[src/rtl/arbiter_client.sv]
// arbiter_client
//   Requester-side endpoint of the token-ring req/ack handshake. Incoming
//   jobs (each a beat count minus one) are queued in a small circular FIFO.
//   The head job is popped when the slot is free, `req` is raised, and once
//   `ack` is seen the slot is held for job_len+1 beats. The block then drops
//   `req` and waits for `ack` to fall before it starts the next job.
//
// Parameters
//   DEPTH  queue entries (power of 2, >= 2)
//   LEN_W  width of the job length field
//
// Ports
//   clk        clock, all state changes on posedge
//   reset      synchronous active-high; clears queue pointers and FSM
//   job_valid  job offered this cycle
//   job_len    offered job length (beats - 1)
//   job_ready  queue can accept a job (not full)
//   req        registered request to the ring controller
//   ack        grant from the ring controller
//   beat       slot held this cycle
//   done       last beat of the current job
//   pending    jobs queued, excluding the one in service
module arbiter_client #(
  parameter int DEPTH = 4,
  parameter int LEN_W = 4
) (
  input  logic                     clk,
  input  logic                     reset,
  input  logic                     job_valid,
  input  logic [LEN_W-1:0]         job_len,
  output logic                     job_ready,
  output logic                     req,
  input  logic                     ack,
  output logic                     beat,
  output logic                     done,
  output logic [$clog2(DEPTH):0]   pending
);

  localparam int PTR_W = $clog2(DEPTH);
  localparam int CNT_W = PTR_W + 1;
  localparam logic [CNT_W-1:0] FULL_CNT = CNT_W'(DEPTH);

  typedef enum logic [1:0] {
    S_IDLE,
    S_REQ,
    S_HOLD,
    S_RELEASE
  } state_t;

  logic [LEN_W-1:0] queue_mem [DEPTH];
  logic [PTR_W-1:0] wr_ptr;
  logic [PTR_W-1:0] rd_ptr;
  logic [CNT_W-1:0] count;
  logic [LEN_W-1:0] beats_left;
  state_t           state;
  logic             full;
  logic             push;
  logic             pop;

  assign full      = (count == FULL_CNT);
  assign job_ready = !full;
  assign pending   = count;
  assign push      = job_valid && !full;
  // A pop is the IDLE->REQ transition itself; it also requires ack low so
  // that req never rises while the controller is still granting.
  assign pop       = (state == S_IDLE) && (count != '0) && !ack;

  assign beat = (state == S_HOLD);
  assign done = (state == S_HOLD) && (beats_left == '0);

  // Queue control: pointers wrap naturally at PTR_W bits.
  always_ff @(posedge clk) begin
    if (reset) begin
      wr_ptr <= '0;
      rd_ptr <= '0;
      count  <= '0;
    end else begin
      if (push) wr_ptr <= wr_ptr + 1'b1;
      if (pop)  rd_ptr <= rd_ptr + 1'b1;
      case ({push, pop})
        2'b10:   count <= count + 1'b1;
        2'b01:   count <= count - 1'b1;
        default: count <= count;
      endcase
    end
  end

  // Queue storage carries data only; stale entries are unreachable after
  // reset because the pointers and count are cleared.
  always_ff @(posedge clk) begin
    if (push) queue_mem[wr_ptr] <= job_len;
  end

  // Handshake FSM. req is a flop; beats_left is data and is only loaded on
  // a pop, so it is left out of the reset branch.
  always_ff @(posedge clk) begin
    if (reset) begin
      state <= S_IDLE;
      req   <= 1'b0;
    end else begin
      case (state)
        S_IDLE: begin
          if (pop) begin
            beats_left <= queue_mem[rd_ptr];
            req        <= 1'b1;
            state      <= S_REQ;
          end
        end
        S_REQ: begin
          if (ack) state <= S_HOLD;
        end
        S_HOLD: begin
          // An ack drop here is a controller fault; the job runs to completion.
          if (beats_left == '0) begin
            req   <= 1'b0;
            state <= S_RELEASE;
          end else begin
            beats_left <= beats_left - 1'b1;
          end
        end
        S_RELEASE: begin
          if (!ack) state <= S_IDLE;
        end
        default: begin
          state <= S_IDLE;
          req   <= 1'b0;
        end
      endcase
    end
  end

endmodule

[config.mk]
export PLATFORM = sky130hd
export DESIGN_NAME = arbiter_client
export DESIGN_NICKNAME = d
export VERILOG_FILES = /design/src/rtl/arbiter_client.sv
export SDC_FILE = /design/constraint.sdc
export NUM_CORES = 1
export LEC_CHECK = 0
export CELL_PAD_IN_SITES_DETAIL_PLACEMENT = 1
export CELL_PAD_IN_SITES_GLOBAL_PLACEMENT = 1
export CORE_MARGIN = 1
export CORE_UTILIZATION = 29
export DETAILED_ROUTE_END_ITERATION = 12
export PLACE_DENSITY = 0.52
export SYNTH_ARGS = -nofsm -noshare
export SYNTH_HDL_FRONTEND = slang
export SYNTH_SLANG_ARGS = --single-unit
[constraint.sdc]
create_clock -name clk -period 2.9 [get_ports clk]
set_input_delay 0.58 -clock clk [delete_from_list [all_inputs] [get_ports clk]]
set_output_delay 0.58 -clock clk [all_outputs]
set_load 0.005 [all_outputs]
# Word level (Yosys, flattened, before mapping)
# Memory sizes are Yosys's and may differ from the RTL's. A register that Yosys moved wholly into a read port is not among the register bits.
# Index checks and enable logic that the tools add are counted.
dict set report word_totals {
  output_inout_bits 7
  ramBits 16
  word_cells 54
  mem_count 1
  in_bits 8
  reg_bits 14
}
# memory words width rd rd_ports_with_merged_regs wr line
set mem_list {}
lappend mem_list {queue_mem 4 4 1 1 1 50} ;# logic [LEN_W-1:0] queue_mem [DEPTH];
dict set report classes {
  n_eq_ne 11
  muxes 16
  bitwise_logic 1
  reduce_logical 14
  n_addsub 5
}
# operator n
set ops {}
lappend ops {{two-way mux 2 bit} 6}
lappend ops {{two-way mux 4 bit} 2}
lappend ops {{!= test 2 bit (second input constant)} 4}
lappend ops {{one-hot mux 2 bit (4 select lines)} 1}
lappend ops {{one-hot mux 4 bit (2 select lines)} 1}
lappend ops {{AND reduction 4 bit} 2}
lappend ops {{equality test 2 bit (second input constant)} 3}
lappend ops {{one-hot mux 3 bit (2 select lines)} 1}
lappend ops {{adder 2 x 1 -> 2 bit (second input constant)} 2}
lappend ops {{equality test 2 x 1 -> 1 bit (second input constant)} 2}
lappend ops {{logical AND 1 bit} 4}
lappend ops {{zero test 4 bit} 1}
lappend ops {{two-way mux 1 bit} 4}
lappend ops {{nonzero test 2 bit} 2}
lappend ops {{subtractor 4 x 1 -> 4 bit (second input constant)} 1}
lappend ops {{adder 3 x 1 -> 3 bit (second input constant)} 1}
lappend ops {{equality test 3 bit (second input constant)} 1}
lappend ops {{AND reduction 3 bit} 1}
lappend ops {{nonzero test 3 bit} 1}
lappend ops {{subtractor 3 x 1 -> 3 bit (second input constant)} 1}
lappend ops {{zero test 1 bit} 2}
lappend ops {{zero test 2 bit} 1}
lappend ops {{!= test 2 x 1 -> 1 bit (second input constant)} 1}
lappend ops {{one-hot mux 1 bit (2 select lines)} 1}
lappend ops {{NOT 1 bit} 1}

# Depth between registers and ports, before layout
dict set report logic_depth {
  depth_word 5
  depth_mapped 10
  ltp_nobuf 10
}

# Least setup slack after synthesis
# Ideal clock, no wire load.
dict set report synth_path {
  path_type {register -> register}
  start {register count[2] (netlist: pending[2])}
  end {register count[2] (netlist: pending[2])}
  path_buffers 0
  path_stages_with_launch 10
  setup_ps 71
  required_time_ps 2829
  slack_ps 564
  t_arrival_ps 2265
  period_less_slack_ps 2336
  cell_sequence {dfxtp_1 or3b_4 and2_4 clkinv_4 ha_1 inv_1 fa_1 xor2_1 or3_2 a21oi_1}
}
dict set report synth_between {
  elab_chain_len 5
  elab_cells_between_ends 12
  classes_between {add/sub: 2; eq/ne: 3; mux: 1; reduce/logical: 6}
}
# item line
set synth_rtl {}
lappend synth_rtl {{start: declaration} 53} ;# logic [CNT_W-1:0] count;
lappend synth_rtl {{start signal: assignment} 81} ;# 2'b10: count <= count + 1'b1;
lappend synth_rtl {{start signal: assignment} 82} ;# 2'b01: count <= count - 1'b1;
lappend synth_rtl {{start signal: assignment} 83} ;# default: count <= count;
lappend synth_rtl {{equality test 3 bit (*)} 60} ;# assign full = (count == FULL_CNT);
lappend synth_rtl {{zero test 1 bit (*)} n/a}
lappend synth_rtl {{net job_ready} 31} ;# output logic job_ready,
lappend synth_rtl {{logical AND 1 bit (*)} 63} ;# assign push = job_valid && !full;
lappend synth_rtl {{equality test 2 x 1 -> 1 bit / equality test 2 bit (equally long branches)} 80} ;# case ({push, pop})
lappend synth_rtl {{one-hot mux 3 bit (2 select lines) / nonzero test 2 bit (equally long branches)} n/a}
# The timed path passes the listed nets; every way through them passes the cells marked *.
# A chain may end at the register's enable or synchronous reset.

# Worst setup path in the final report
dict set report layout_path {
  start {register count[2] (netlist: pending[2])}
  end {register count[2] (netlist: pending[2])}
}
dict set report layout_between {
  elab_chain_len 5
  elab_cells_between_ends 12
  classes_between {add/sub: 2; eq/ne: 3; mux: 1; reduce/logical: 6}
}
# item line
set layout_rtl {}
lappend layout_rtl {{equality test 3 bit / nonzero test 3 bit (equally long branches)} {60, 66}}
lappend layout_rtl {{zero test 1 bit / logical AND 1 bit (equally long branches)} {63, 66}}
lappend layout_rtl {{logical AND 1 bit (on tied branches)} {63, 66}}
lappend layout_rtl {{equality test 2 x 1 -> 1 bit / equality test 2 bit (equally long branches)} 80}
lappend layout_rtl {{one-hot mux 3 bit (2 select lines) / nonzero test 2 bit (equally long branches)} n/a}
# Parallel ways exist; a longest one is shown, timed or not.

==> results.tsv <==
metric	value	unit
simple-gate area share of the yosys netlist	12.13	%
Ant. Diodes	0	
Main synth FF type	edfxtp_1	
clock sinks	32	
Fin. Hold Viols	0	
final setup fails	0	
Initial DRC Count	27	
GRT Total Usage	12.82	%
largest family of logic cells by synthesized area	simple AND/OR/NAND/NOR gates	
Post-synth ARST share	0	%
First-pass DRT Iterations	4	
Layout Nets	160	
CTS Hold Bufs	0	
Final Cycle Share	88.47	%
area grow syn2layout	22.26	%
Power Dens Cells	866.0	nW/um2
largest net degree at the start of global routing	13	
clock slew at reported path FFs	0.07	ns
Hold Path Class	flip-flop to flip-flop	
yosys warns	0	
# Max-Cap Violations	0	
CORE AREA	4848	um2
Slew @ Worst Pin	0.6032	ns
CTS buffer count	5	
VDD IR max	0.0003746	V
leakage	0.6684	nW
Post-CTS Resized	0	
multiplexer fraction of the synthesized cell area	7.448	%
antenna violations before repair	0	
crit path time final	2.566	ns
Worst Setup Start Kind	flip-flop	
post-synthesis cell type count	34	
io pins	15	
IO buf count	14	
Synth Area in Adders	10.54	%
status	completed	
DP HPWL	2073	um
unrepaired setup endpoints after global routing	false	
Max Clk Rate	389.8	MHz
Slew Limit Headroom	59.48	%
CTS tree	done	
share of layout cells above drive strength 1	20.57	%
post-synthesis compound-gate area fraction	5.941	%
Critical Path Sink Type	flip-flop	
Slew Viols, Final	0	
Post-route DRC	0	
Mean Syn Cell Area	12.78	um2
Rows	25	
Post-Syn Nets	137	
vias per cell	4.558	
sequential area share after synthesis	56.23	%
Antenna Nets Post-Route	0	
GR Overflow Total	0	
WL per Instance	13.72	um
GP Congestion	0.7376	
gate count of the mapped netlist	117	
Clk Tree Root Cell	clkbuf_8	
Synth Area in XOR/XNOR	3.515	%
EDFF count, synth	20	
Critical Path RT	3.11	ns
Post-Synthesis Cell Area	1495	um2
via count	948	
# Post-CTS Setup Buffers	0	
CP arrival	2.77	ns
setup_tns	0	ns
critical path type	flip-flop to flip-flop	
Initial Util	30.84	%
Seq cells post-synth	32	
final WL	2854	um
final hold slack	0.5188	ns
vias in the first global route	978	
Die H	73.81	um
first-pass GRT wire length	4940	um
H-tree level count	2	
Die W	73.81	um
Post-Place Setup Slack	0.1437	ns
Clock Skew	0.006708	ns
worst-path maximum fanout	6	
Clk Latency, worst-skew pair	0.29	ns
Max Root-Sink Buffers	2	
setup ws final	0.3344	ns
Die Footprint	5447	um2
[power by group]
group | switching [mW] | total, mW | internal, mW
sequential | 0.0810 | 0.670 | 0.589
clock | 0.171 | 0.338 | 0.167
combinational | 0.289 | 0.575 | 0.286
[layout make-up]
class,count,area (um2)
Inverter,13,53.80
Sequential cell,32,840.8
Timing Repair Buffer,18,170.2
Fill cell,537,3020
Tap cell,67,83.83
Clock buffer,5,68.82
Multi-Input combinational cell,70,591.8
Clock inverter,3,18.77
[worst max-delay path: stages (launching register included)]
cell and delay [ns]:
dfxtp_1 0.42, or3b_4 0.44, and2_4 0.20, clkinv_4 0.05
ha_1 0.18, inv_1 0.06, fa_1 0.38, xor2_1 0.17
or3_2 0.41, a21oi_1 0.19
[state kept, by name, summed over array words and instances, names as in the netlist, named ones only]
signal      flops
state           2
beats_left      4
queue_mem      16
wr_ptr          2
rd_ptr          2
pending         3
req             1
[routing by layer]
metal  routed length, um  share of wire [%]  vias to the layer above  global-route usage [%]
met5                   0                  0                        -                       0
met4                  60                2.1                        0                   6.410
met3                  96                3.4                        6                   4.252
met2                1379                 48                       15                   20.08
met1                1318                 46                      470                   15.74
li1                    -                  -                      457                       -
[stage by stage]
step                power, mW  cell area (um2)  cells  util [%]
finish                  1.583             1828    208     37.70
global route            1.712             1828    208     37.70
CTS                     1.613             1828    208     37.70
detailed placement      1.255             1740    200     35.90
global placement        1.238             1740    200     35.90
floorplan               1.051             1495    117         -
[layout by cell type (no fill, tap or decap), types with 3 or more instances in the layout]
master           netlist  final
dfxtp_1               12     12
nor3_1                 3      3
and3_2                 4      4
mux4_2                 4      4
clkbuf_8               0      5
ha_1                  11     11
nor2_1                10     10
a21oi_1                5      5
edfxtp_1              20     20
clkdlybuf4s50_1        0     14
buf_4                  0      4
inv_1                 12     12
xnor2_1                4      4
[worst paths after layout]
| kind | depth (start not counted) | slack, ns | to | startpoint |
|---|---|---|---|---|
| min reg2reg | 2 | 0.52 | wr_ptr[1] | wr_ptr[1] |
| max | 9 | 0.33 | pending[2] | pending[2] |
| min | 2 | 0.52 | wr_ptr[1] | wr_ptr[1] |
| max reg2reg | 9 | 0.33 | pending[2] | pending[2] |
[synthesized netlist by cell type (2+ instances only)]
cell | count | area [um2]
a211oi_1 | 2 | 15.01
a21oi_1 | 5 | 25.02
a31oi_1 | 2 | 12.51
and3_2 | 4 | 30.03
dfxtp_1 | 12 | 240.2
edfxtp_1 | 20 | 600.6
ha_1 | 11 | 137.6
inv_1 | 12 | 45.04
mux4_2 | 4 | 90.09
nand2_1 | 2 | 7.510
nand2b_1 | 2 | 12.51
nor2_1 | 10 | 37.54
nor3_1 | 3 | 15.01
nor3_2 | 2 | 20.02
o21ai_0 | 2 | 10.01
o21ai_1 | 2 | 10.01
xnor2_1 | 4 | 35.03
xor2_1 | 2 | 17.52
[kinds of logic after synthesis]
logic type / Yosys count
flops: 32
simple gates: 31
compound gates: 15
buf+inv: 15
fa+ha+maj: 12
xor+xnor: 6
mux: 6
No activity file was read; power rests on OpenSTA's default activity.
